### config.mk
export PLATFORM = sky130hd
export DESIGN_NAME = cdc_rx_sync_bank
export DESIGN_NICKNAME = d
export VERILOG_FILES = /design/src/rtl/cdc_rx_sync_bank.sv
export SDC_FILE = /design/constraint.sdc
export NUM_CORES = 1
export LEC_CHECK = 0
export ABC_AREA = 1
export BUFFER_PORTS_ARGS = -buffer_cell sky130_fd_sc_hd__buf_4
export CORE_UTILIZATION = 50
export CTS_BUF_LIST = sky130_fd_sc_hd__clkbuf_4 sky130_fd_sc_hd__clkbuf_8
export DETAILED_ROUTE_END_ITERATION = 8
export PLACE_DENSITY_LB_ADDON = 0.2
export REMOVE_ABC_BUFFERS = 1
export SLEW_MARGIN = 20
export SYNTH_ARGS = -nofsm -noshare
export SYNTH_HDL_FRONTEND = slang
export SYNTH_SLANG_ARGS = --single-unit
### constraint.sdc
create_clock -name clk -period 2.5 [get_ports clk]
set_input_delay 0.625 -clock clk [delete_from_list [all_inputs] [get_ports clk]]
set_output_delay 0.625 -clock clk [all_outputs]
set_load 0.03 [all_outputs]
### src/rtl/cdc_rx_sync_bank.sv
// Receive-side synchroniser bank: N_CH single-bit control channels with per-channel
// level/rise/toggle/sticky processing, plus a toggle req/ack word transfer.
module cdc_rx_sync_bank #(
    parameter int                  N_CH        = 64,
    parameter int                  SYNC_STAGES = 2,
    parameter logic [2*N_CH-1:0]   CH_MODE     = '0,
    parameter int                  BUS_W       = 32,
    parameter int                  CNT_W       = 16
) (
    input  logic                   clk,
    input  logic                   reset_n,
    input  logic                   soft_rst_i,
    input  logic [N_CH-1:0]        async_i,
    input  logic [N_CH-1:0]        sticky_clr_i,
    output logic [N_CH-1:0]        sync_o,
    input  logic                   bus_req_tgl_i,
    input  logic [BUS_W-1:0]       bus_data_i,
    output logic                   bus_ack_tgl_o,
    output logic [BUS_W-1:0]       bus_data_o,
    output logic                   bus_valid_o,
    output logic [CNT_W-1:0]       xfer_cnt_o,
    output logic                   armed_o
);

    if (SYNC_STAGES < 2 || SYNC_STAGES > 4) begin : g_bad_stages
        $fatal(1, "cdc_rx_sync_bank: SYNC_STAGES must be in 2..4");
    end

    localparam int         CW          = N_CH + 1;
    localparam logic [2:0] ARM_CNT_MAX = 3'(SYNC_STAGES);

    // Bit N_CH of every chain stage carries the bus request toggle.
    (* ASYNC_REG = "TRUE" *) logic [CW-1:0] sync_q [SYNC_STAGES];
    logic [CW-1:0]   hist_q;
    logic [2:0]      arm_cnt;
    logic [N_CH-1:0] s;
    logic [N_CH-1:0] h;
    logic            rq;
    logic            rh;
    logic [N_CH-1:0] sync_d;
    logic            bus_fire;

    assign {rq, s}  = sync_q[SYNC_STAGES-1];
    assign {rh, h}  = hist_q;
    assign bus_fire = armed_o & (rq ^ rh);

    // Sticky set beats clear so an edge coinciding with a clear is never lost.
    always_comb begin
        sync_d = '0;
        for (int k = 0; k < N_CH; k++) begin
            case (CH_MODE[2*k +: 2])
                2'b00:   sync_d[k] = s[k];
                2'b01:   sync_d[k] = armed_o & s[k] & ~h[k];
                2'b10:   sync_d[k] = armed_o & (s[k] ^ h[k]);
                default: sync_d[k] = (armed_o & s[k] & ~h[k]) | (sync_o[k] & ~sticky_clr_i[k]);
            endcase
        end
    end

    always_ff @(posedge clk or negedge reset_n) begin
        if (!reset_n) begin
            for (int i = 0; i < SYNC_STAGES; i++) sync_q[i] <= '0;
            hist_q        <= '0;
            sync_o        <= '0;
            bus_ack_tgl_o <= 1'b0;
            bus_data_o    <= '0;
            bus_valid_o   <= 1'b0;
            xfer_cnt_o    <= '0;
            armed_o       <= 1'b0;
            arm_cnt       <= '0;
        end else if (soft_rst_i) begin
            for (int i = 0; i < SYNC_STAGES; i++) sync_q[i] <= '0;
            hist_q        <= '0;
            sync_o        <= '0;
            bus_ack_tgl_o <= 1'b0;
            bus_data_o    <= '0;
            bus_valid_o   <= 1'b0;
            xfer_cnt_o    <= '0;
            armed_o       <= 1'b0;
            arm_cnt       <= '0;
        end else begin
            sync_q[0] <= {bus_req_tgl_i, async_i};
            for (int i = 1; i < SYNC_STAGES; i++) sync_q[i] <= sync_q[i-1];
            hist_q      <= sync_q[SYNC_STAGES-1];
            sync_o      <= sync_d;
            bus_valid_o <= bus_fire;
            if (bus_fire) begin
                bus_data_o    <= bus_data_i;
                bus_ack_tgl_o <= ~bus_ack_tgl_o;
                xfer_cnt_o    <= xfer_cnt_o + 1'b1;
            end
            // Arm only after history flops hold settled values, so no edge appears at reset.
            if (!armed_o) begin
                if (arm_cnt == ARM_CNT_MAX) armed_o <= 1'b1;
                else                        arm_cnt <= arm_cnt + 3'd1;
            end
        end
    end

endmodule

==> out/metrics.cfg <==
[place]
place_area_um2 = 10800
post-place-cells = 1330
finalWeightedCongestion = 0.823
port-buffer-count = 214
dp_slack_ps = 724
dp_hpwl_mm = 10.6

[grt]
grt_first_pass_wirelength_mm = 27.3
first_global_vias = 5769
grt_overflow_total = 0
grt_max_degree = 84
grt_usage_pct = 17.6
antenna_found_initial = 0

[worst_setup_path]
path_class = reg2out
crit_arrival_ps = 1160
r2r-start = sync_q[64]
slowest_stage = dfrtp_1
critPathMaxFanout = 4
critPathTopFamily = flip-flops
cpPeakStageDelay_ps = 450
start_kind = flop
crit_buf_inv = 1
cp_cell_sequence = buf_4
cp-end-kind = output port
cp.required_ps = 1880
critPathLaunch = armed_o

[logic_synthesis]
synth_top_family_by_area = simple AND/OR/NAND/NOR gates
synth-xor-area-share_pct = 0
synth.area.top_cells = dfrtp_1 (66%), nor2_1 (8.7%), inv_1 (8.6%)
async_reset_ff_share_pct = 100
syn_area_um2 = 9390
synth-adder-area-share_pct = 0.400
synth.area.mux_share_pct = 0
ys.flop_type = dfrtp_1
synth_seq_cells = 249
synthSimpleGateAreaFrac_pct = 16.4
netlist.area_leader.share_pct = 66.4
synth.distinct_cells = 23
synth-compound-area-share_pct = 1.20
synth_common_cells = dfrtp_1 (249), nor2_1 (217), inv_1 (216)
postSynthCellCount = 968
yosysWarnings = 0
seq_area_frac_synth_pct = 66.4
yosys.area.top_type = dfrtp_1
synth.most_common_cell = dfrtp_1
synth.avg_cell_area_um2 = 9.70
synth_edf_count = 0

[die]
num_rows = 49
start_util_pct = 51.6
die_x_um = 139
ioPinCount = 279
dieArea_um2 = 19300
die-height_um = 139
core-area_um2 = 18200

[final_layout]
multiInputGateArea_um2 = 1690
seqCellArea_um2 = 6230
fin_area_um2 = 11600
area_growth_pct = 23.2
fin_nets = 1311
instances_no_fill = 1396
utilization_pct = 63.5
layout-drive-gt1-share_pct = 25.9
diodes = 0
n_fill_cell = 1531

[route]
wl_per_cell_um = 11.5
vias = 5959
drc = 14
vias_per_cell = 4.27
dr.pass1.iters = 7
ant_nets = 0
wl_mm = 16.1
drtIter0Drc = 228

[clock_network]
clock_sinks = 249
cts_buffers = 41
tritoncts = yes
path_clk_slew_ps = 60
htreeDepth = 2
post-cts-setup-buffers = 0
cts_resized = 0
cts_root_buf = clkbuf_8
insertion_delay_ps = 510
hold_buffers = 0
clk_path_buf_depth = 3

[timing]
setup_viol = 0
slew_viol_final = 0
timing.final.ws_setup_ps = 713
finalHoldViolations = 0
clock_skew_ps = 11.6
tightest_slew_ps = 567
setup_tns_ps = 0
relSlewSlack_pct = 62.2
period_minus_slack_ps = 1790
timing.fmax_mhz = 560
rsz0062_at_grt = false
final.period_utilization_pct = 71.5

[job]
max_cap_viol_count = 0

[power]
p_per_area_nw_per_um2 = 716
p_leak_uw = 0.00648
ir_drop_mv = 0.531

[worst_hold_path]
hp-class = in2async

[run_status]
violations = design-rule violations
status = finished with violations

[where the power goes]
part / total [uW] / internal [uW] / leakage, uW / switching, uW
registers: 4250 / 4190 / 0.00335 / 60.5
logic: 698 / 271 / 0.00271 / 427
clock network: 3330 / 1890 / 0.000410 / 1450
total: 8280 / 6350 / 0.00648 / 1930
[cell usage in the layout, fill, tap and decap left out, types with 2 or more instances in the layout]
| cell type | instances |
|---|---|
| dfrtp_1 | 249 |
| buf_4 | 219 |
| nor2_1 | 217 |
| inv_1 | 216 |
| nand2_1 | 143 |
| clkbuf_8 | 45 |
| clkbuf_4 | 17 |
| a21oi_1 | 10 |
| nand3_1 | 10 |
| o21ai_0 | 8 |
| buf_12 | 5 |
| nor2_4 | 4 |
| nor3_1 | 4 |
| ha_1 | 3 |
| nand4_1 | 2 |
| o21a_1 | 2 |
| clkinvlp_4 | 2 |
| clkinv_2 | 2 |
[final timing paths]
kind / end / slack (ps) / cells after the start
setup / recovery: armed_o / 710 / 1
setup reg to reg: bus_data_o[12] / 990 / 7
max in group asynchronous: sync_q[64] / 1780 / 2
min in group clk: bus_data_o[10] / 310 / 3
hold reg to reg: sync_q[34] / 450 / 2
hold / removal: sync_o[52] / 50 / 1
[logic make-up after synthesis]
group | Yosys count
flip-flops | 249
adder cells (fa/ha/maj) | 3
buffers and inverters | 310
AND/OR/NAND/NOR | 385
AO/OA/AOI/OAI | 21
[state kept, by name (all words and copies together), names as in the netlist]
register	count
xfer_cnt_o	16
hist_q	2
sync_o	63
arm_cnt	3
sync_q	130
armed_o	1
bus_ack_tgl_o	1
bus_valid_o	1
bus_data_o	32
[final cells by class]
class                           instances  area share (%)
Multi-Input combinational cell        409            14.6
Clock inverter                          4           0.216
Sequential cell                       249            53.9
Inverter                              217            7.04
Clock buffer                           62            6.46
Tap cell                              229            2.48
Timing Repair Buffer                  226            15.3
[metal layers]
metal  part of all wire [%]  global-route usage, %
met5                      0                      0
met4                    2.2                   6.96
met3                    7.5                   5.73
met2                     48                   28.2
met1                     42                   22.3
[through the flow]
| step | power, uW | hold slack [ps] |
|---|---|---|
| after CTS | 8420 | 51.8 |
| after detailed placement | 5040 | 443 |
| final | 8280 | 52.9 |
| after global placement | 5020 | 434 |
| after floorplan | 4620 | 329 |
| after global routing | 8700 | 64.9 |
Power figures use the tool's default switching activity.
